--- src/rtl/psram_arbiter_pkg.sv ---
// psram_arb_pkg: shared types and constants for the two-port PSRAM arbiter.
// FSM state encoding, burst direction codes and the user-beat derivation.
package psram_arb_pkg;

  typedef enum logic [1:0] {
    IDLE  = 2'd0,
    ISSUE = 2'd1,
    XFER  = 2'd2,
    DRAIN = 2'd3
  } arb_state_e;

  localparam logic RW_WRITE = 1'b1;
  localparam logic RW_READ  = 1'b0;

  // Each user-side beat carries two PSRAM words.
  function automatic int beats_of(input int burst_len);
    return burst_len / 2;
  endfunction

endpackage

--- src/rtl/psram_arbiter_if.sv ---
// psram_arbiter_if: controller-side and requester-side signals of the arbiter.
// modport master is the arbiter's view, modport slave is the environment's view.
interface psram_arbiter_if #(
  parameter int BIT_WIDTH = 16
);
  localparam int DW = 2 * BIT_WIDTH;

  // controller side
  logic          init_cable_complete;
  logic          ctrl_idle;
  logic          ram_en;
  logic          rw_ctrl;
  logic [31:0]   addr_in;
  logic [DW-1:0] ram_data_in;
  logic          ram_wr_valid;
  logic          ram_rd_valid;
  logic [DW-1:0] ram_data_out;

  // port 0
  logic          p0_req;
  logic          p0_rw;
  logic [31:0]   p0_addr;
  logic [DW-1:0] p0_wdata;
  logic          p0_ack;
  logic          p0_wr_valid;
  logic          p0_rd_valid;
  logic [DW-1:0] p0_rdata;
  logic          p0_done;

  // port 1
  logic          p1_req;
  logic          p1_rw;
  logic [31:0]   p1_addr;
  logic [DW-1:0] p1_wdata;
  logic          p1_ack;
  logic          p1_wr_valid;
  logic          p1_rd_valid;
  logic [DW-1:0] p1_rdata;
  logic          p1_done;

  // status
  logic          busy;
  logic          grant_id;
  logic          err;

  modport master (
    input  init_cable_complete, ctrl_idle, ram_wr_valid, ram_rd_valid, ram_data_out,
    input  p0_req, p0_rw, p0_addr, p0_wdata,
    input  p1_req, p1_rw, p1_addr, p1_wdata,
    output ram_en, rw_ctrl, addr_in, ram_data_in,
    output p0_ack, p0_wr_valid, p0_rd_valid, p0_rdata, p0_done,
    output p1_ack, p1_wr_valid, p1_rd_valid, p1_rdata, p1_done,
    output busy, grant_id, err
  );

  modport slave (
    output init_cable_complete, ctrl_idle, ram_wr_valid, ram_rd_valid, ram_data_out,
    output p0_req, p0_rw, p0_addr, p0_wdata,
    output p1_req, p1_rw, p1_addr, p1_wdata,
    input  ram_en, rw_ctrl, addr_in, ram_data_in,
    input  p0_ack, p0_wr_valid, p0_rd_valid, p0_rdata, p0_done,
    input  p1_ack, p1_wr_valid, p1_rd_valid, p1_rdata, p1_done,
    input  busy, grant_id, err
  );

endinterface

--- src/rtl/psram_arbiter_rr_pick.sv ---
// psram_rr_pick: two-request round-robin selector (combinational).
// A lone request wins outright; on a tie the port that did not win last time wins.
module psram_rr_pick (
  input  logic [1:0] req,
  input  logic       last_grant,
  output logic       gnt_valid,
  output logic       gnt_id
);

  // Pick the winner from the current request pair and the previous grant.
  always_comb begin
    gnt_valid = |req;
    gnt_id    = 1'b0;
    case (req)
      2'b01:   gnt_id = 1'b0;
      2'b10:   gnt_id = 1'b1;
      2'b11:   gnt_id = ~last_grant;
      default: gnt_id = 1'b0;
    endcase
  end

endmodule

--- src/rtl/psram_arbiter.sv ---
// psram_arbiter: two-port round-robin arbiter in front of psram_controller (ram_clk domain).
// Grants one port, issues one ram_en burst command, steers write/read beats to the owner
// with zero added latency and releases the controller once the burst has drained.
// Optional watchdog: define PSRAM_ARB_WDOG_EN to abort a stalled burst and set sticky err.
module psram_arbiter
  import psram_arb_pkg::*;
#(
  parameter int BIT_WIDTH   = 16,
  parameter int BURST_LEN   = 16,
  parameter int WDOG_CYCLES = 1024
) (
  input  logic ram_clk,
  input  logic ram_rst,
  psram_arbiter_if.master bus
);

  localparam int                BEATS     = beats_of(BURST_LEN);
  localparam int                CNT_W     = $clog2(BEATS) + 1;
  localparam logic [CNT_W-1:0]  LAST_BEAT = CNT_W'(BEATS - 1);

  if ((BEATS < 2) || ((BEATS & (BEATS - 1)) != 0) || (WDOG_CYCLES < 2)) begin : g_bad_cfg
    $error("psram_arbiter: BURST_LEN/2 must be a power of 2 >= 2 and WDOG_CYCLES >= 2");
  end

  arb_state_e            state_r;
  logic [CNT_W-1:0]      beat_cnt_r;
  logic                  last_grant_r;
  logic                  ram_en_r;
  logic                  rw_ctrl_r;
  logic [31:0]           addr_in_r;
  logic                  p0_ack_r;
  logic                  p1_ack_r;
  logic                  p0_done_r;
  logic                  p1_done_r;
  logic                  busy_r;
  logic                  grant_id_r;

  logic [1:0]            req_s;
  logic                  pick_valid_s;
  logic                  pick_id_s;
  logic                  start_s;
  logic                  beat_s;
  logic                  wdog_hit_s;
  logic [2*BIT_WIDTH-1:0] wdata_sel_s;

  assign req_s   = {bus.p1_req, bus.p0_req};
  assign start_s = (state_r == IDLE) & bus.init_cable_complete & bus.ctrl_idle & pick_valid_s;

  psram_rr_pick u_pick (
    .req        (req_s),
    .last_grant (last_grant_r),
    .gnt_valid  (pick_valid_s),
    .gnt_id     (pick_id_s)
  );

  // A beat only counts when its direction matches the granted command.
  always_comb begin
    beat_s = 1'b0;
    if (rw_ctrl_r == RW_WRITE) begin
      beat_s = bus.ram_wr_valid;
    end else begin
      beat_s = bus.ram_rd_valid;
    end
  end

`ifdef PSRAM_ARB_WDOG_EN
  localparam int               WDOG_W     = $clog2(WDOG_CYCLES);
  localparam logic [WDOG_W-1:0] WDOG_LIMIT = WDOG_W'(WDOG_CYCLES - 1);

  logic [WDOG_W-1:0] wdog_cnt_r;
  logic              err_r;
  logic              wdog_run_s;

  assign wdog_run_s = (state_r == XFER) | (state_r == DRAIN);
  assign wdog_hit_s = wdog_run_s & (wdog_cnt_r == WDOG_LIMIT);

  // Watchdog: restart on every grant, count while a burst is in flight, latch err on expiry.
  always_ff @(posedge ram_clk or negedge ram_rst) begin
    if (!ram_rst) begin
      wdog_cnt_r <= {WDOG_W{1'b0}};
      err_r      <= 1'b0;
    end else if (start_s) begin
      wdog_cnt_r <= {WDOG_W{1'b0}};
    end else if (wdog_hit_s) begin
      wdog_cnt_r <= {WDOG_W{1'b0}};
      err_r      <= 1'b1;
    end else if (wdog_run_s) begin
      wdog_cnt_r <= wdog_cnt_r + WDOG_W'(1);
    end else begin
      wdog_cnt_r <= wdog_cnt_r;
    end
  end

  assign bus.err = err_r;
`else
  assign wdog_hit_s = 1'b0;
  assign bus.err    = 1'b0;
`endif

  // Arbitration FSM; every command/handshake/status output is registered here.
  always_ff @(posedge ram_clk or negedge ram_rst) begin
    if (!ram_rst) begin
      state_r      <= IDLE;
      beat_cnt_r   <= {CNT_W{1'b0}};
      last_grant_r <= 1'b1;
      ram_en_r     <= 1'b0;
      rw_ctrl_r    <= 1'b0;
      addr_in_r    <= 32'h0000_0000;
      p0_ack_r     <= 1'b0;
      p1_ack_r     <= 1'b0;
      p0_done_r    <= 1'b0;
      p1_done_r    <= 1'b0;
      busy_r       <= 1'b0;
      grant_id_r   <= 1'b0;
    end else begin
      ram_en_r  <= 1'b0;
      p0_ack_r  <= 1'b0;
      p1_ack_r  <= 1'b0;
      p0_done_r <= 1'b0;
      p1_done_r <= 1'b0;
      if (wdog_hit_s) begin
        state_r    <= IDLE;
        beat_cnt_r <= {CNT_W{1'b0}};
        busy_r     <= 1'b0;
        p0_done_r  <= ~grant_id_r;
        p1_done_r  <= grant_id_r;
      end else begin
        case (state_r)
          IDLE: begin
            if (start_s) begin
              grant_id_r   <= pick_id_s;
              last_grant_r <= pick_id_s;
              rw_ctrl_r    <= pick_id_s ? bus.p1_rw : bus.p0_rw;
              addr_in_r    <= pick_id_s ? bus.p1_addr : bus.p0_addr;
              ram_en_r     <= 1'b1;
              p0_ack_r     <= ~pick_id_s;
              p1_ack_r     <= pick_id_s;
              busy_r       <= 1'b1;
              state_r      <= ISSUE;
            end else begin
              state_r <= IDLE;
            end
          end
          ISSUE: begin
            state_r <= XFER;
          end
          XFER: begin
            if (beat_s) begin
              beat_cnt_r <= beat_cnt_r + CNT_W'(1);
              if (beat_cnt_r == LAST_BEAT) begin
                state_r <= DRAIN;
              end else begin
                state_r <= XFER;
              end
            end else begin
              state_r <= XFER;
            end
          end
          DRAIN: begin
            if (bus.ctrl_idle) begin
              beat_cnt_r <= {CNT_W{1'b0}};
              busy_r     <= 1'b0;
              p0_done_r  <= ~grant_id_r;
              p1_done_r  <= grant_id_r;
              state_r    <= IDLE;
            end else begin
              state_r <= DRAIN;
            end
          end
          default: begin
            state_r    <= IDLE;
            beat_cnt_r <= {CNT_W{1'b0}};
            busy_r     <= 1'b0;
          end
        endcase
      end
    end
  end

  assign bus.ram_en   = ram_en_r;
  assign bus.rw_ctrl  = rw_ctrl_r;
  assign bus.addr_in  = addr_in_r;
  assign bus.p0_ack   = p0_ack_r;
  assign bus.p1_ack   = p1_ack_r;
  assign bus.p0_done  = p0_done_r;
  assign bus.p1_done  = p1_done_r;
  assign bus.busy     = busy_r;
  assign bus.grant_id = grant_id_r;

  // Data steering: owner's write data goes out (port 0 when idle), read data is broadcast.
  assign wdata_sel_s     = (busy_r && grant_id_r) ? bus.p1_wdata : bus.p0_wdata;
  assign bus.ram_data_in = wdata_sel_s;
  assign bus.p0_rdata    = bus.ram_data_out;
  assign bus.p1_rdata    = bus.ram_data_out;

  assign bus.p0_wr_valid = bus.ram_wr_valid & busy_r & ~grant_id_r & (rw_ctrl_r == RW_WRITE);
  assign bus.p1_wr_valid = bus.ram_wr_valid & busy_r &  grant_id_r & (rw_ctrl_r == RW_WRITE);
  assign bus.p0_rd_valid = bus.ram_rd_valid & busy_r & ~grant_id_r & (rw_ctrl_r == RW_READ);
  assign bus.p1_rd_valid = bus.ram_rd_valid & busy_r &  grant_id_r & (rw_ctrl_r == RW_READ);

endmodule

--- src/flat_wrapper.sv ---
// flat-port wrapper written by rule: the top's interface ports become plain ports
module psram_arbiter_flat import psram_arb_pkg::*;
#(
  parameter int BIT_WIDTH   = 16,
  parameter int BURST_LEN   = 16,
  parameter int WDOG_CYCLES = 1024
)
  (ram_clk, ram_rst, bus_init_cable_complete, bus_ctrl_idle, bus_ram_wr_valid, bus_ram_rd_valid, bus_ram_data_out, bus_p0_req, bus_p0_rw, bus_p0_addr, bus_p0_wdata, bus_p1_req, bus_p1_rw, bus_p1_addr, bus_p1_wdata, bus_ram_en, bus_rw_ctrl, bus_addr_in, bus_ram_data_in, bus_p0_ack, bus_p0_wr_valid, bus_p0_rd_valid, bus_p0_rdata, bus_p0_done, bus_p1_ack, bus_p1_wr_valid, bus_p1_rd_valid, bus_p1_rdata, bus_p1_done, bus_busy, bus_grant_id, bus_err);
  psram_arbiter_if #(.BIT_WIDTH(BIT_WIDTH)) bus_i ();
  input  logic ram_clk;
  input  logic ram_rst;
  input wire logic [$bits(bus_i.init_cable_complete)-1:0] bus_init_cable_complete;
  input wire logic [$bits(bus_i.ctrl_idle)-1:0] bus_ctrl_idle;
  input wire logic [$bits(bus_i.ram_wr_valid)-1:0] bus_ram_wr_valid;
  input wire logic [$bits(bus_i.ram_rd_valid)-1:0] bus_ram_rd_valid;
  input wire logic [$bits(bus_i.ram_data_out)-1:0] bus_ram_data_out;
  input wire logic [$bits(bus_i.p0_req)-1:0] bus_p0_req;
  input wire logic [$bits(bus_i.p0_rw)-1:0] bus_p0_rw;
  input wire logic [$bits(bus_i.p0_addr)-1:0] bus_p0_addr;
  input wire logic [$bits(bus_i.p0_wdata)-1:0] bus_p0_wdata;
  input wire logic [$bits(bus_i.p1_req)-1:0] bus_p1_req;
  input wire logic [$bits(bus_i.p1_rw)-1:0] bus_p1_rw;
  input wire logic [$bits(bus_i.p1_addr)-1:0] bus_p1_addr;
  input wire logic [$bits(bus_i.p1_wdata)-1:0] bus_p1_wdata;
  output wire logic [$bits(bus_i.ram_en)-1:0] bus_ram_en;
  output wire logic [$bits(bus_i.rw_ctrl)-1:0] bus_rw_ctrl;
  output wire logic [$bits(bus_i.addr_in)-1:0] bus_addr_in;
  output wire logic [$bits(bus_i.ram_data_in)-1:0] bus_ram_data_in;
  output wire logic [$bits(bus_i.p0_ack)-1:0] bus_p0_ack;
  output wire logic [$bits(bus_i.p0_wr_valid)-1:0] bus_p0_wr_valid;
  output wire logic [$bits(bus_i.p0_rd_valid)-1:0] bus_p0_rd_valid;
  output wire logic [$bits(bus_i.p0_rdata)-1:0] bus_p0_rdata;
  output wire logic [$bits(bus_i.p0_done)-1:0] bus_p0_done;
  output wire logic [$bits(bus_i.p1_ack)-1:0] bus_p1_ack;
  output wire logic [$bits(bus_i.p1_wr_valid)-1:0] bus_p1_wr_valid;
  output wire logic [$bits(bus_i.p1_rd_valid)-1:0] bus_p1_rd_valid;
  output wire logic [$bits(bus_i.p1_rdata)-1:0] bus_p1_rdata;
  output wire logic [$bits(bus_i.p1_done)-1:0] bus_p1_done;
  output wire logic [$bits(bus_i.busy)-1:0] bus_busy;
  output wire logic [$bits(bus_i.grant_id)-1:0] bus_grant_id;
  output wire logic [$bits(bus_i.err)-1:0] bus_err;
  assign bus_i.init_cable_complete = bus_init_cable_complete;
  assign bus_i.ctrl_idle = bus_ctrl_idle;
  assign bus_i.ram_wr_valid = bus_ram_wr_valid;
  assign bus_i.ram_rd_valid = bus_ram_rd_valid;
  assign bus_i.ram_data_out = bus_ram_data_out;
  assign bus_i.p0_req = bus_p0_req;
  assign bus_i.p0_rw = bus_p0_rw;
  assign bus_i.p0_addr = bus_p0_addr;
  assign bus_i.p0_wdata = bus_p0_wdata;
  assign bus_i.p1_req = bus_p1_req;
  assign bus_i.p1_rw = bus_p1_rw;
  assign bus_i.p1_addr = bus_p1_addr;
  assign bus_i.p1_wdata = bus_p1_wdata;
  assign bus_ram_en = bus_i.ram_en;
  assign bus_rw_ctrl = bus_i.rw_ctrl;
  assign bus_addr_in = bus_i.addr_in;
  assign bus_ram_data_in = bus_i.ram_data_in;
  assign bus_p0_ack = bus_i.p0_ack;
  assign bus_p0_wr_valid = bus_i.p0_wr_valid;
  assign bus_p0_rd_valid = bus_i.p0_rd_valid;
  assign bus_p0_rdata = bus_i.p0_rdata;
  assign bus_p0_done = bus_i.p0_done;
  assign bus_p1_ack = bus_i.p1_ack;
  assign bus_p1_wr_valid = bus_i.p1_wr_valid;
  assign bus_p1_rd_valid = bus_i.p1_rd_valid;
  assign bus_p1_rdata = bus_i.p1_rdata;
  assign bus_p1_done = bus_i.p1_done;
  assign bus_busy = bus_i.busy;
  assign bus_grant_id = bus_i.grant_id;
  assign bus_err = bus_i.err;
  psram_arbiter #(.BIT_WIDTH(BIT_WIDTH), .BURST_LEN(BURST_LEN), .WDOG_CYCLES(WDOG_CYCLES)) u_core (.ram_clk(ram_clk), .ram_rst(ram_rst), .bus(bus_i));
endmodule
--- config.mk ---
export PLATFORM = sky130hd
export DESIGN_NAME = psram_arbiter_flat
export DESIGN_NICKNAME = d
export VERILOG_FILES = /design/src/rtl/psram_arbiter_pkg.sv /design/src/rtl/psram_arbiter_if.sv /design/src/rtl/psram_arbiter_rr_pick.sv /design/src/rtl/psram_arbiter.sv /design/src/flat_wrapper.sv
export SDC_FILE = /design/constraint.sdc
export NUM_CORES = 1
export LEC_CHECK = 0
export CORE_AREA = 2 2 120 122
export DETAILED_ROUTE_END_ITERATION = 10
export DIE_AREA = 0 0 122 124
export GPL_TIMING_DRIVEN = 0
export MAX_ROUTING_LAYER = met4
export PLACE_DENSITY = 0.71
export SLEW_MARGIN = 30
export SYNTH_ARGS = -nofsm -noshare
export SYNTH_HDL_FRONTEND = slang
export SYNTH_SLANG_ARGS = --single-unit
--- constraint.sdc ---
create_clock -name ram_clk -period 1.6 [get_ports ram_clk]
set_clock_uncertainty 0.05 [all_clocks]
set_input_delay 0.32 -clock ram_clk [delete_from_list [all_inputs] [get_ports ram_clk]]
set_output_delay 0.32 -clock ram_clk [all_outputs]
set_load 0.005 [all_outputs]
### After elaboration in Yosys (flattened, before gate mapping)

Cells that the tools add are included.

* output and inout port bits: 141
* flip-flop bits (word level): 47

* equal/unequal tests: 9
* mux-type cells: 26
* reduce and logical (&&, ||, !) cells: 8
* add/subtract/negate cells: 1
* bitwise operators: 17

Operators by type and width (count)
* 2-to-1 mux 32 bit: 2
* 2-to-1 mux 1 bit: 17
* bitwise AND 1 bit: 13
* equality test 2 bit, second input constant: 4
* 2-to-1 mux 4 bit: 2
* case mux 2 bit (4 select lines): 1
* case mux 4 bit (2 select lines): 1
* AND reduction 3 bit: 2
* adder 4 x 1 -> 4 bit, second input constant: 1
* equality test 4 x 3 -> 1 bit, second input constant: 1
* != test 2 x 1 -> 1 bit, second input constant: 2
* NOT 1 bit: 4
* case mux 1 bit (2 select lines): 2
* nonzero test 2 bit: 2
* equality test 2 x 1 -> 1 bit, second input constant: 1
* zero test 2 bit: 1
* 2-to-1 mux 2 bit: 1
* != test 2 bit, second input constant: 1
* AND reduction 2 bit: 1
* OR reduction 2 bit: 1
* logical AND 1 bit: 1

### Depth between registers and ports, before layout

Gate-level depths: netlist (run 1).

* word-level depth: 6
* mapped depth: 5
* depth with buffers taken out: 3

### Cells and area by module

A second synthesis (run 1) with hierarchy kept.

* cell total of the unflattened synthesis: 266
* area, all modules: 3201.8 µm²

Modules (own cells, without submodules)
* psram_arbiter: cells each 264, seq. area each 1177.4 µm², instances 1, area an instance 3188.1 µm²
* psram_rr_pick: cells each 2, seq. area each 0.0 µm², instances 1, area an instance 13.8 µm²

### Worst setup path before layout (run 1)

Ideal clock, no wire load.

* path type: register -> output
* start: register u_core.grant_id_r (netlist: u_core.bus.grant_id)
* end: output bus_ram_data_in[10]
* stages on the path, launching flop included: 4
* slack: 0.055 ns
* required time: 1.230 ns
* arrival: 1.175 ns
* cells stage by stage: dfrtp_1 -> nand2_1 -> buf_2 -> mux2_2

* longest elaborated chain between the ends: 2

Ends and longest elaborated chain
* start, declared: RTL line psram_arbiter.sv:36 `logic grant_id_r;`
* start signal, assigned: RTL line psram_arbiter.sv:131 `grant_id_r <= pick_id_s;`
* logical AND 1 bit: RTL line psram_arbiter.sv:191 `assign wdata_sel_s = (busy_r && grant_id_r) ? bus.p1_wdata : bus.p0_wdata;`
* 2-to-1 mux 32 bit: RTL line psram_arbiter.sv:191
* end, declared: RTL line flat_wrapper.sv:28 `output wire logic [$bits(bus_i.ram_data_in)-1:0] bus_ram_data_in;`

No other way between the ends.

### Final worst setup path (run 1)

* start: register u_core.grant_id_r (netlist: u_core.bus.grant_id)
* end: output bus_ram_data_in[15]

The elaborated chain is that of the path after synthesis.

==> metrics.md, run 1 <==
| Metric | Value |
|---|---|
| Run status | `finished, violations left` |
| Violated checks | `setup timing` |
| CTS Buf Count | `5` |
| Average footprint of a synthesized cell | `11.03 um^2` |
| Mean routed wirelength per cell | `19.33 um` |
| Max transition margin | `57.36%` |
| Routed length on met2 | `8106 um` |
| Highest layer used for signal routing | `met4` |
| DR pass1 iterations | `4` |
| Clock Latency Late Sink | `290 ps` |
| Placer congestion estimate | `0.7148` |
| Number of nets in the synthesized netlist | `447` |
| Worst reg2reg path depth | `6` |
| Detail Route met3 WL | `1260 um` |
| Largest voltage drop on the vdd net | `0.7012 mV` |
| Layout cell share with drive strength beyond 1 | `37.34%` |
| Unrepaired setup endpoints after global routing | `yes` |
| Critical path origin | `u_core.bus.grant_id$_DFFE_PN0P_` |
| Wire length of the first global-routing pass | `21,000 um` |
| Pins Over Slew Limit | `0` |
| Detailed router's first-iteration violation count | `124` |
| Number of buffers added to fix hold violations after cts | `0` |
| Cell with the largest stage delay on the worst path | `sky130_fd_sc_hd__dfrtp_2` |
| Worst slack, placed | `-634.2 ps` |
| Total wire length after detailed routing | `15,230 um` |
| Number of synthesized flops with an enable pin | `0` |
| Setup Crit Path Kind | `register to primary output` |
| Cells along the critical path | `nand2_8, buf_6, buf_8, mux2_4, buf_6` |
| Maximum number of pins on one net before global-route repair | `48` |
| CP dominant cell by count | `sky130_fd_sc_hd__buf_6` |
| Root Driver | `sky130_fd_sc_hd__clkbuf_16` |
| Starting density of the core | `22.18%` |
| TritonCTS sink count | `47` |
| Min Tclk post-route | `1915 ps` |
| Die W | `122 um` |
| Hold Violations, Final | `0` |
| Static Leak | `3.236 nW` |
| Max stage delay on crit path | `440 ps` |
| Number of register bits inferred by synthesis | `47` |
| Path class of the lowest-slack min-delay path | `primary input to asynchronous set/reset pin` |
| Cell type with the highest aggregate area in the netlist | `sky130_fd_sc_hd__dfrtp_1` |
| Cell type group with the largest total delay on the critical path | `flip-flops` |
| Site row count | `43` |
| Worst EP arrival | `1550 ps` |
| Kind of launch point of the worst setup path | `register` |
| DIE HEIGHT | `124 um` |
| Full die area | `0.01513 mm^2` |
| H-Tree Depth | `2` |
| TritonCTS clock tree | `built` |
| Placeable core region | `0.01372 mm^2` |
| Number of warnings issued by yosys | `0` |
| Buffer and inverter count on the worst path | `3` |
| Minimum setup slack in the final design | `-315.4 ps` |
| Predominant post-synthesis flop cell | `sky130_fd_sc_hd__dfrtp_1` |
| Part of the cycle the worst path needs | `119.7%` |
| Io pins | `311` |
| Synthesis-to-layout area growth | `132.4%` |
| Fmax | `522.1 MHz` |
| Aggregate global routing overflow | `0` |
| Required time at the worst-slack endpoint | `1230 ps` |
| Vias after detailed routing | `3,468` |
| Post-synthesis cell count | `276` |
| Overall track demand over capacity in global routing | `19.00%` |
| Logic depth of the worst path, buffers included | `5` |
| Part of the Yosys area used for sequential elements | `38.69%` |
| Routed vias/inst | `4.401` |
| Capturing element type of the critical path | `primary output` |
| Met1 Wirelength | `5632 um` |
| Power density cells | `1215 mW/mm^2` |
| Setup TNS | `-11,650 ps` |
| Layout fillers | `1,201` |
| Antenna violations before repair | `0` |
| Final core area utilization | `51.54%` |
| Top-area cell type share of the netlist area | `37.83%` |
| Count of max-cap constraint violations | `0` |
| Area of the mapped netlist | `0.003043 mm^2` |
| Number of unique standard cell types used by synthesis | `29` |
| Setup violations, final | `67` |
| Nets | `778` |
| # port buffers | `277` |
| Vias in the first global route | `3,728` |
| Area contributors post-synth | `sky130_fd_sc_hd__dfrtp_1 (38%), sky130_fd_sc_hd__buf_4 (16%), sky130_fd_sc_hd__mux2_2 (12%)` |
| Clock transition at the registers of the reported paths | `70 ps` |
| Top fanout value on the critical path | `7` |
| Number of diodes added for antenna fixing | `0` |
| Slew at the pin with the worst max-slew slack | `639.6 ps` |
| Maximum clock insertion buffer count | `2` |
| # DRC | `0` |
| Post-route antenna net violation count | `0` |
| Proportion of register bits with asynchronous set or reset after synthesis | `100.0%` |
| Crit Reg-Reg Startpoint | `u_core.state_r[1]$_DFF_PN0_` |
| HPWL after detailed placement | `11,100 um` |
==> path summary, 6_finish.rpt <==
| kind | to | slack [ps] |
|---|---|---|
| worst max-delay path | bus_ram_data_in[15] | -320 |
| worst min-delay path | u_core.bus.addr_in[19]$_DFFE_PN0P_ | 10 |
| worst max register to register | u_core.bus.addr_in[1]$_DFFE_PN0P_ | -110 |
| worst min register to register | u_core.beat_cnt_r[3]$_DFFE_PN0P_ | 430 |
| max in group asynchronous | u_core.state_r[1]$_DFF_PN0_ | 1030 |
| min in group ram_clk | u_core.last_grant_r$_DFFE_PN1P_ | 410 |
==> routing by layer <==
metal  global-route usage [%]  up-vias
li1                         -     1604
met4                    4.239        0
met1                    20.11     1650
met2                    35.58      196
met3                    4.853       18
met5                        -        -
==> cell usage in the layout (no fill, tap or decap), types with 2 or more instances in the layout <==
cell type and instances:
sky130_fd_sc_hd__clkdlybuf4s50_1 230, sky130_fd_sc_hd__buf_4 81, sky130_fd_sc_hd__buf_6 54, sky130_fd_sc_hd__dfrtp_1 41, sky130_fd_sc_hd__o21a_1 34, sky130_fd_sc_hd__mux2_4 32, sky130_fd_sc_hd__a221o_1 30, sky130_fd_sc_hd__buf_8 12
sky130_fd_sc_hd__nand2_1 8, sky130_fd_sc_hd__clkbuf_16 7, sky130_fd_sc_hd__buf_12 6, sky130_fd_sc_hd__dlygate4sd2_1 6, sky130_fd_sc_hd__nor2_1 5, sky130_fd_sc_hd__dfrtp_2 5, sky130_fd_sc_hd__nand3_1 4, sky130_fd_sc_hd__clkbuf_2 4
sky130_fd_sc_hd__buf_16 4, sky130_fd_sc_hd__nand2b_1 3, sky130_fd_sc_hd__mux2i_1 3, sky130_fd_sc_hd__clkbuf_1 3, sky130_fd_sc_hd__a221o_2 3, sky130_fd_sc_hd__dlymetal6s2s_1 3, sky130_fd_sc_hd__buf_2 3, sky130_fd_sc_hd__nand2_2 2
sky130_fd_sc_hd__and3_4 2
==> power by group <==
part           total, mW  leakage (nW)  internal, mW  switching (mW)
clock               1.05        0.0669         0.578           0.476
combinational       5.39          2.59          3.63            1.76
sequential          2.14         0.584          1.74           0.397
==> worst register-to-register path: cells and delay by family (launching register included) <==
kind / cells / cell delay (ps)
buf+inv: 3 / 490
flops: 1 / 440
compound gates: 2 / 430
simple gates: 1 / 180
==> cells in the mapped netlist (4+ instances only) <==
library cell / number
sky130_fd_sc_hd__nand2_1: 11
sky130_fd_sc_hd__buf_4: 66
sky130_fd_sc_hd__nand2b_1: 4
sky130_fd_sc_hd__mux2_2: 33
sky130_fd_sc_hd__dfrtp_1: 46
sky130_fd_sc_hd__nor2_1: 7
sky130_fd_sc_hd__nand3_1: 4
sky130_fd_sc_hd__buf_2: 7
sky130_fd_sc_hd__buf_6: 4
sky130_fd_sc_hd__a221o_1: 30
sky130_fd_sc_hd__o21a_1: 34
==> final cells by class <==
cell class	count	area [um^2]	share of cell area [%]
Sequential cell	47	1184	16.74
Tap cell	180	225.2	3.185
Clock buffer	6	128.9	1.823
Multi-Input combinational cell	144	1399	19.78
Inverter	2	10.01	0.1416
Buffer	81	696.9	9.857
Clock inverter	2	12.51	0.1770
Timing Repair Buffer	326	3415	48.29
==> cells by family after synthesis <==
group           Yosys count  synth area share [%]
buf+inv                  85                 21.01
fa+ha+maj                 1                0.4111
mux                      36                 13.20
simple gates             33                 5.921
compound gates           73                 20.64
flops                    47                 38.69
other cells               1                0.1232
==> sequential cells by signal, indices dropped and copies added, names as in the netlist <==
name	cells
u_core.last_grant_r	1
u_core.bus.ram_en	1
u_core.bus.rw_ctrl	1
u_core.bus.addr_in	32
u_core.bus.busy	1
u_core.bus.p1_ack	1
u_core.bus.grant_id	1
u_core.bus.p0_done	1
u_core.beat_cnt_r	4
u_core.state_r	2
u_core.bus.p0_ack	1
u_core.bus.p1_done	1
==> stage by stage <==
stage	instance area, um^2	instances	total power [mW]	hold slack, ps
3_3_place_gp	6041	733	6.158	408.2
2_1_floorplan	3043	276	3.789	-25.59
6_report	7071	788	8.589	10.43
4_1_cts	7058	786	8.547	26.95
3_5_place_dp	6038	733	6.230	337.8
5_1_grt	7071	788	9.077	62.16
==> timing repair <==
item,in CTS,in global routing
pin swaps,35,18
setup buffers,37,8
gates cloned,9,2
resized for setup,275,28
endpoints found under the setup margin,74,75
endpoints found under the hold margin,0,0
Power figures use the tool's default switching activity.
==> inputs of run 2 (changes only) <==
--- a/config.mk
+++ b/config.mk
@@ -11,6 +11,7 @@
 export GPL_TIMING_DRIVEN = 0
 export MAX_ROUTING_LAYER = met4
 export PLACE_DENSITY = 0.71
+export SKIP_LAST_GASP = 1
 export SLEW_MARGIN = 30
 export SYNTH_ARGS = -nofsm -noshare
 export SYNTH_HDL_FRONTEND = slang
==> run 2 against run 1 <==
- the flow still finishes with violations (setup timing)
- power about the same
- die area unchanged
- register-to-register slack about the same
- hold slack improved by 0.96 ps
- design area about the same
- global-route usage increased by 0.050 points
- combinational power about the same
- sequential share of layout area about the same
- sequential cell count unchanged
- setup slack got worse by 3.9 ps
- fmax decreased by 0.20%
- critical path type unchanged
- largest cell class unchanged
- largest power group unchanged
==> metrics.md, run 2 (synthesis results as in run 1) <==
| Metric | Value |
|---|---|
| TritonCTS sink count | `47 (unchanged)` |
| Nets | `778 (unchanged)` |
| Met3 global-route usage | `4.853% (unchanged)` |
| Clock Latency Late Sink | `290 ps (about the same)` |
| Power density cells | `1215 mW/mm^2 (about the same)` |
| Cell count after placement | `733 (unchanged)` |
| Minimum setup slack in the final design | `-319.2 ps (was -315.4 ps)` |
| Die W | `122 um (unchanged)` |
| Layout fillers | `1,198 (was 1,201)` |
| Final core area utilization | `51.55% (was 51.54%)` |
| Detailed router's first-iteration violation count | `104 (was 124)` |
| Aggregate global routing overflow | `0 (unchanged)` |
| Largest voltage drop on the vdd net | `0.7030 mV (was 0.7012 mV)` |
| Path class of the lowest-slack min-delay path | `primary input to asynchronous set/reset pin (unchanged)` |
| Vias in the first global route | `3,735 (was 3,728)` |
| Wire length of the first global-routing pass | `21,020 um (was 21,000 um)` |
| HPWL after detailed placement | `11,100 um (unchanged)` |
| Static Leak | `3.237 nW (was 3.236 nW)` |
| Max stage delay on crit path | `450 ps (was 440 ps)` |
| Cell type group with the largest total delay on the critical path | `flip-flops (unchanged)` |
| Fmax | `521.0 MHz (was 522.1 MHz)` |
| Placer congestion estimate | `0.7148 (unchanged)` |
| GR Layer Usage met1 | `20.20% (was 20.11%)` |
| Count of max-cap constraint violations | `0 (unchanged)` |
| Most frequent standard cell in the layout excluding fill and tap cells | `sky130_fd_sc_hd__clkdlybuf4s50_1 (unchanged)` |
| Capturing element type of the critical path | `primary output (unchanged)` |
| Violated checks | `setup timing (unchanged)` |
| Mean routed wirelength per cell | `19.40 um (was 19.33 um)` |
| Io pins | `311 (unchanged)` |
| Maximum number of pins on one net before global-route repair | `48 (unchanged)` |
| Min Tclk post-route | `1919 ps (was 1915 ps)` |
| Max transition margin | `57.25% (was 57.36%)` |
| Cell with the largest stage delay on the worst path | `sky130_fd_sc_hd__dfrtp_2 (unchanged)` |
| Met2 track demand over resource | `35.68% (was 35.58%)` |
| # DRC | `0 (unchanged)` |
| Pins Over Slew Limit | `0 (unchanged)` |
| Final cell count without fillers | `788 (unchanged)` |
| Site row count | `43 (unchanged)` |
| Full die area | `0.01513 mm^2 (unchanged)` |
| Placeable core region | `0.01372 mm^2 (unchanged)` |
| Part of the cycle the worst path needs | `120.0% (was 119.7%)` |
| CTS Buf Count | `5 (unchanged)` |
| Buffer and inverter count on the worst path | `3 (unchanged)` |
| # port buffers | `277 (unchanged)` |
| Run status | `finished, violations left (unchanged)` |
| Maximum clock insertion buffer count | `2 (unchanged)` |
| DR pass1 iterations | `4 (unchanged)` |
| Cells along the critical path | `nand2_8, buf_6, buf_8, mux2_4, buf_6 (unchanged)` |
| Routed vias/inst | `4.419 (was 4.401)` |
| Antenna violations before repair | `0 (unchanged)` |
| Unrepaired setup endpoints after global routing | `yes (unchanged)` |
| Required time at the worst-slack endpoint | `1230 ps (about the same)` |
| Top Usage Layer GRT | `met2 (unchanged)` |
| Top fanout value on the critical path | `7 (unchanged)` |
| DIE HEIGHT | `124 um (unchanged)` |
| Root Driver | `sky130_fd_sc_hd__clkbuf_16 (unchanged)` |
| Tightest hold margin | `11.39 ps (was 10.43 ps)` |
| Layout cell share with drive strength beyond 1 | `37.17% (was 37.34%)` |
| Top library cells by usage in the layout, fill and taps aside | `sky130_fd_sc_hd__clkdlybuf4s50_1 (230), sky130_fd_sc_hd__buf_4 (81), sky130_fd_sc_hd__buf_6 (54) (unchanged)` |
| TritonCTS clock tree | `built (unchanged)` |
| Synthesis-to-layout area growth | `132.4% (about the same)` |
| Clock transition at the registers of the reported paths | `70 ps (about the same)` |
| Overall track demand over capacity in global routing | `19.05% (was 19.00%)` |
| Worst EP arrival | `1550 ps (about the same)` |
| Setup TNS | `-11,900 ps (was -11,650 ps)` |
| Slew at the pin with the worst max-slew slack | `641.2 ps (was 639.6 ps)` |
| Setup violations, final | `68 (was 67)` |
| Hold Violations, Final | `0 (unchanged)` |
| Post-route antenna net violation count | `0 (unchanged)` |
| CP dominant cell by count | `sky130_fd_sc_hd__buf_6 (unchanged)` |
| Kind of launch point of the worst setup path | `register (unchanged)` |
| Total wire length after detailed routing | `15,290 um (was 15,230 um)` |
| Vias after detailed routing | `3,482 (was 3,468)` |
| Starting density of the core | `22.18% (unchanged)` |
| H-Tree Depth | `2 (unchanged)` |
| Number of diodes added for antenna fixing | `0 (unchanged)` |
| Max FFs per register | `32 (unchanged)` |
| Setup Crit Path Kind | `register to primary output (unchanged)` |
run 2: changes by cell type in the layout (fill, tap and decap cells not counted):
| cell | before | now |
|---|---|---|
| sky130_fd_sc_hd__clkdlybuf4s15_1 | 0 | 1 |
| sky130_fd_sc_hd__clkbuf_2 | 4 | 3 |
| sky130_fd_sc_hd__inv_4 | 1 | 0 |
| sky130_fd_sc_hd__inv_2 | 0 | 1 |
run 2: timing repair:
action,in CTS,in global routing
buffers inserted,37,9
pin swaps,29,24
endpoints found under the setup margin,74,75
hold buffers,0,0
gates cloned,9,2
hold endpoints to repair,0,0
resized for setup,260,42
run 2: worst paths after layout:
kind,cells past startpoint,end,start,slack [ps]
setup / recovery,5,bus_ram_data_in[15],u_core.bus.grant_id$_DFFE_PN0P_,-320
hold / removal,1,u_core.bus.addr_in[19]$_DFFE_PN0P_,ram_rst,10
setup reg to reg,6,u_core.bus.addr_in[26]$_DFFE_PN0P_,u_core.state_r[1]$_DFF_PN0_,-110
hold reg to reg,1,u_core.beat_cnt_r[3]$_DFFE_PN0P_,u_core.beat_cnt_r[3]$_DFFE_PN0P_,430
max in group asynchronous,1,u_core.state_r[1]$_DFF_PN0_,ram_rst,1030
min in group ram_clk,2,u_core.last_grant_r$_DFFE_PN1P_,bus_p0_req,410
run 2: stage by stage:
| stage | setup WS (ps) | power (mW) | cell area [um^2] |
|---|---|---|---|
| 2_1_floorplan | 54.85 | 3.789 | 3043 |
| 4_1_cts | -411.2 | 8.477 | 7020 |
| 5_1_grt | -357.5 | 9.076 | 7073 |
| 6_report | -319.2 | 8.594 | 7073 |
| 3_5_place_dp | -634.2 | 6.230 | 6038 |
| 3_3_place_gp | -1289 | 6.158 | 6041 |
run 2: per-layer routing:
metal	up-vias	routed length, um
li1	1604	-
met3	16	1295
met5	-	0
met4	0	210
met1	1664	5647
met2	198	8136
run 2: final cells by class:
type / count / area [um^2] / area share, %
plain buffers: 81 / 696.9 / 9.853
clock buffers: 6 / 128.9 / 1.822
clock inverters: 2 / 12.51 / 0.1769
inverters: 2 / 7.507 / 0.1061
multi-input cells: 144 / 1399 / 19.78
flip-flops and latches: 47 / 1184 / 16.73
well taps: 180 / 225.2 / 3.184
repair buffers: 326 / 3420 / 48.35
run 2: report_power, final:
part           total (mW)  internal, mW  switching [mW]
clock network        1.05         0.578           0.475
logic                5.40          3.63            1.76
registers            2.14          1.74           0.399
total                8.59          5.96            2.64
==> inputs of run 3 (changes only) <==
--- a/config.mk
+++ b/config.mk
@@ -6,10 +6,11 @@
 export NUM_CORES = 1
 export LEC_CHECK = 0
 export CORE_AREA = 2 2 120 122
+export CTS_CLUSTER_SIZE = 8
 export DETAILED_ROUTE_END_ITERATION = 10
 export DIE_AREA = 0 0 122 124
+export GPL_ROUTABILITY_DRIVEN = 0
 export GPL_TIMING_DRIVEN = 0
-export MAX_ROUTING_LAYER = met4
 export PLACE_DENSITY = 0.71
 export SKIP_LAST_GASP = 1
 export SLEW_MARGIN = 30
==> run 3 against run 2 <==
- the run still ends with setup timing left
- non-clock buffer count is the same
- first-iteration DRC count shrank 0.96%
- combinational power is essentially flat
- final cell count is the same
- hold slack lost 1.5 ps
- register-to-register slack is essentially flat
- sequential power is essentially flat
- setup slack gained 1.8 ps
- critical path depth is the same
- design area is the same
- largest cell class unchanged
==> metrics.md, run 3 (synthesis results as in run 1) <==
| Metric | Value |
|---|---|
| Mean routed wirelength per cell | `19.33 um (was 19.40 um)` |
| Static Leak | `3.236 nW (was 3.237 nW)` |
| Most frequent standard cell in the layout excluding fill and tap cells | `sky130_fd_sc_hd__clkdlybuf4s50_1 (unchanged)` |
| Die W | `122 um (unchanged)` |
| Hold Violations, Final | `0 (unchanged)` |
| Overall track demand over capacity in global routing | `18.51% (was 19.05%)` |
| Setup Crit Path Kind | `register to primary output (unchanged)` |
| Detail Route met3 WL | `1412 um (was 1295 um)` |
| Path class of the lowest-slack min-delay path | `primary input to asynchronous set/reset pin (unchanged)` |
| Synthesis-to-layout area growth | `132.4% (unchanged)` |
| # port buffers | `277 (unchanged)` |
| Detailed router's first-iteration violation count | `103 (was 104)` |
| Vias in the first global route | `3,736 (was 3,735)` |
| Clock Latency Late Sink | `290 ps (about the same)` |
| Capturing element type of the critical path | `primary output (unchanged)` |
| Violated checks | `setup timing (unchanged)` |
| Required time at the worst-slack endpoint | `1230 ps (about the same)` |
| Met1 Wirelength | `5472 um (was 5647 um)` |
| Io pins | `311 (unchanged)` |
| Top library cells by usage in the layout, fill and taps aside | `sky130_fd_sc_hd__clkdlybuf4s50_1 (230), sky130_fd_sc_hd__buf_4 (81), sky130_fd_sc_hd__buf_6 (54) (unchanged)` |
| Maximum number of pins on one net before global-route repair | `48 (unchanged)` |
| Antenna violations before repair | `0 (unchanged)` |
| Starting density of the core | `22.18% (unchanged)` |
| Run status | `finished, violations left (unchanged)` |
| Layout cell share with drive strength beyond 1 | `37.17% (unchanged)` |
| Minimum setup slack in the final design | `-317.4 ps (was -319.2 ps)` |
| Min Tclk post-route | `1917 ps (was 1919 ps)` |
| Worst slack, placed | `-634.2 ps (unchanged)` |
| H-Tree Depth | `2 (unchanged)` |
| Power density cells | `1214 mW/mm^2 (was 1215 mW/mm^2)` |
| Total wire length after detailed routing | `15,230 um (was 15,290 um)` |
| Area of placed instances | `0.006038 mm^2 (unchanged)` |
| Worst EP arrival | `1550 ps (about the same)` |
| Max transition margin | `57.57% (was 57.25%)` |
| Unrepaired setup endpoints after global routing | `yes (unchanged)` |
| Pins Over Slew Limit | `0 (unchanged)` |
| Full die area | `0.01513 mm^2 (unchanged)` |
| Routed vias/inst | `4.406 (was 4.419)` |
| Number of diodes added for antenna fixing | `0 (unchanged)` |
| Worst reg2reg path depth | `6 (unchanged)` |
| Vias after detailed routing | `3,472 (was 3,482)` |
| Max FFs per register | `32 (unchanged)` |
| Setup violations, final | `68 (unchanged)` |
| Nets | `778 (unchanged)` |
| Fin area | `0.007073 mm^2 (unchanged)` |
| Aggregate global routing overflow | `0 (unchanged)` |
| TritonCTS sink count | `47 (unchanged)` |
| Post-route antenna net violation count | `0 (unchanged)` |
| HPWL after detailed placement | `11,100 um (unchanged)` |
| Fmax | `521.5 MHz (was 521.0 MHz)` |
| DR pass1 iterations | `4 (unchanged)` |
| Routed length on met2 | `8141 um (was 8136 um)` |
| Final core area utilization | `51.55% (unchanged)` |
| Maximum clock insertion buffer count | `2 (unchanged)` |
| Site row count | `43 (unchanged)` |
| Top fanout value on the critical path | `7 (unchanged)` |
| DIE HEIGHT | `124 um (unchanged)` |
| Part of the cycle the worst path needs | `119.8% (was 120.0%)` |
| CTS Buf Count | `5 (unchanged)` |
| Highest layer used for signal routing | `met4 (unchanged)` |
| # DRC | `0 (unchanged)` |
| Worst r2r dst | `u_core.bus.addr_in[20]$_DFFE_PN0P_ (was u_core.bus.addr_in[26]$_DFFE_PN0P_)` |
| Placeable core region | `0.01372 mm^2 (unchanged)` |
| Crit Reg-Reg Startpoint | `u_core.state_r[1]$_DFF_PN0_ (unchanged)` |
| Kind of launch point of the worst setup path | `register (unchanged)` |
| Pwr Total | `8.585 mW (was 8.594 mW)` |
| Number of buffers added to fix hold violations after cts | `0 (unchanged)` |
| FF-to-FF setup slack | `-120 ps (was -110 ps)` |
| Clock transition at the registers of the reported paths | `70 ps (about the same)` |
| Root Driver | `sky130_fd_sc_hd__clkbuf_16 (unchanged)` |
| TritonCTS clock tree | `built (unchanged)` |
| Slew at the pin with the worst max-slew slack | `636.4 ps (was 641.2 ps)` |
| Wire length of the first global-routing pass | `21,040 um (was 21,020 um)` |
| Layout fillers | `1,197 (was 1,198)` |
| Largest voltage drop on the vdd net | `0.7040 mV (was 0.7030 mV)` |
| Count of max-cap constraint violations | `0 (unchanged)` |
run 3: cell counts in the layout (fill, tap and decap cells not counted):
Identical to the previous run, type by type.
run 3: final cells by class:
| class | instances | area (um^2) | share of cell area, % |
|---|---|---|---|
| Clock inverter | 2 | 12.51 | 0.1769 |
| Sequential cell | 47 | 1184 | 16.73 |
| Inverter | 2 | 7.507 | 0.1061 |
| Timing Repair Buffer | 326 | 3420 | 48.35 |
| Tap cell | 180 | 225.2 | 3.184 |
| Clock buffer | 6 | 128.9 | 1.822 |
| Multi-Input combinational cell | 144 | 1399 | 19.78 |
| Buffer | 81 | 696.9 | 9.853 |
run 3: timing repair:
item / CTS / global route
setup endpoints to repair: 74 / 75
gates resized for setup: 260 / 42
pin swaps: 29 / 26
cloned: 9 / 2
buffers inserted: 37 / 9
run 3: through the flow:
| step | hold slack [ps] | std cells | setup TNS, ps |
|---|---|---|---|
| final | 9.873 | 788 | -12030 |
| after global routing | 59.88 | 788 | -15810 |
| after CTS | 26.95 | 786 | -14710 |
| after detailed placement | 337.8 | 733 | -36520 |
| after global placement | 408.2 | 733 | -95200 |
| after floorplan | -25.59 | 276 | 0 |
run 3: where the power goes:
part	switching (mW)	internal [mW]
combinational	1.76	3.63
sequential	0.399	1.74
clock	0.474	0.578
total	2.63	5.96
run 3: worst max path at each step:
stage | start | to | slack, ps
final | u_core.bus.grant_id$_DFFE_PN0P_ | bus_ram_data_in[15] | -320
after global routing | u_core.bus.grant_id$_DFFE_PN0P_ | bus_ram_data_in[19] | -360
after CTS | u_core.bus.busy$_DFFE_PN0P_ | bus_ram_data_in[14] | -410
after detailed placement | u_core.bus.grant_id$_DFFE_PN0P_ | bus_ram_data_in[27] | -630
after global placement | ram_rst | u_core.beat_cnt_r[1]$_DFFE_PN0P_ | -1290
after floorplan | u_core.bus.grant_id$_DFFE_PN0P_ | bus_ram_data_in[10] | 50
run 3: worst max-delay path, cell delays in order (launching register included):
cell and delay, ps:
sky130_fd_sc_hd__dfrtp_2 440, sky130_fd_sc_hd__nand2_8 130, sky130_fd_sc_hd__buf_6 130, sky130_fd_sc_hd__buf_8 120, sky130_fd_sc_hd__mux2_4 310, sky130_fd_sc_hd__buf_6 130
run 3: routing by layer:
layer / GRT usage, % / vias up
met3: 5.540 / 16
met1: 19.75 / 1655
met5: 0 / -
met2: 35.68 / 196
li1: - / 1605
met4: 4.167 / 0
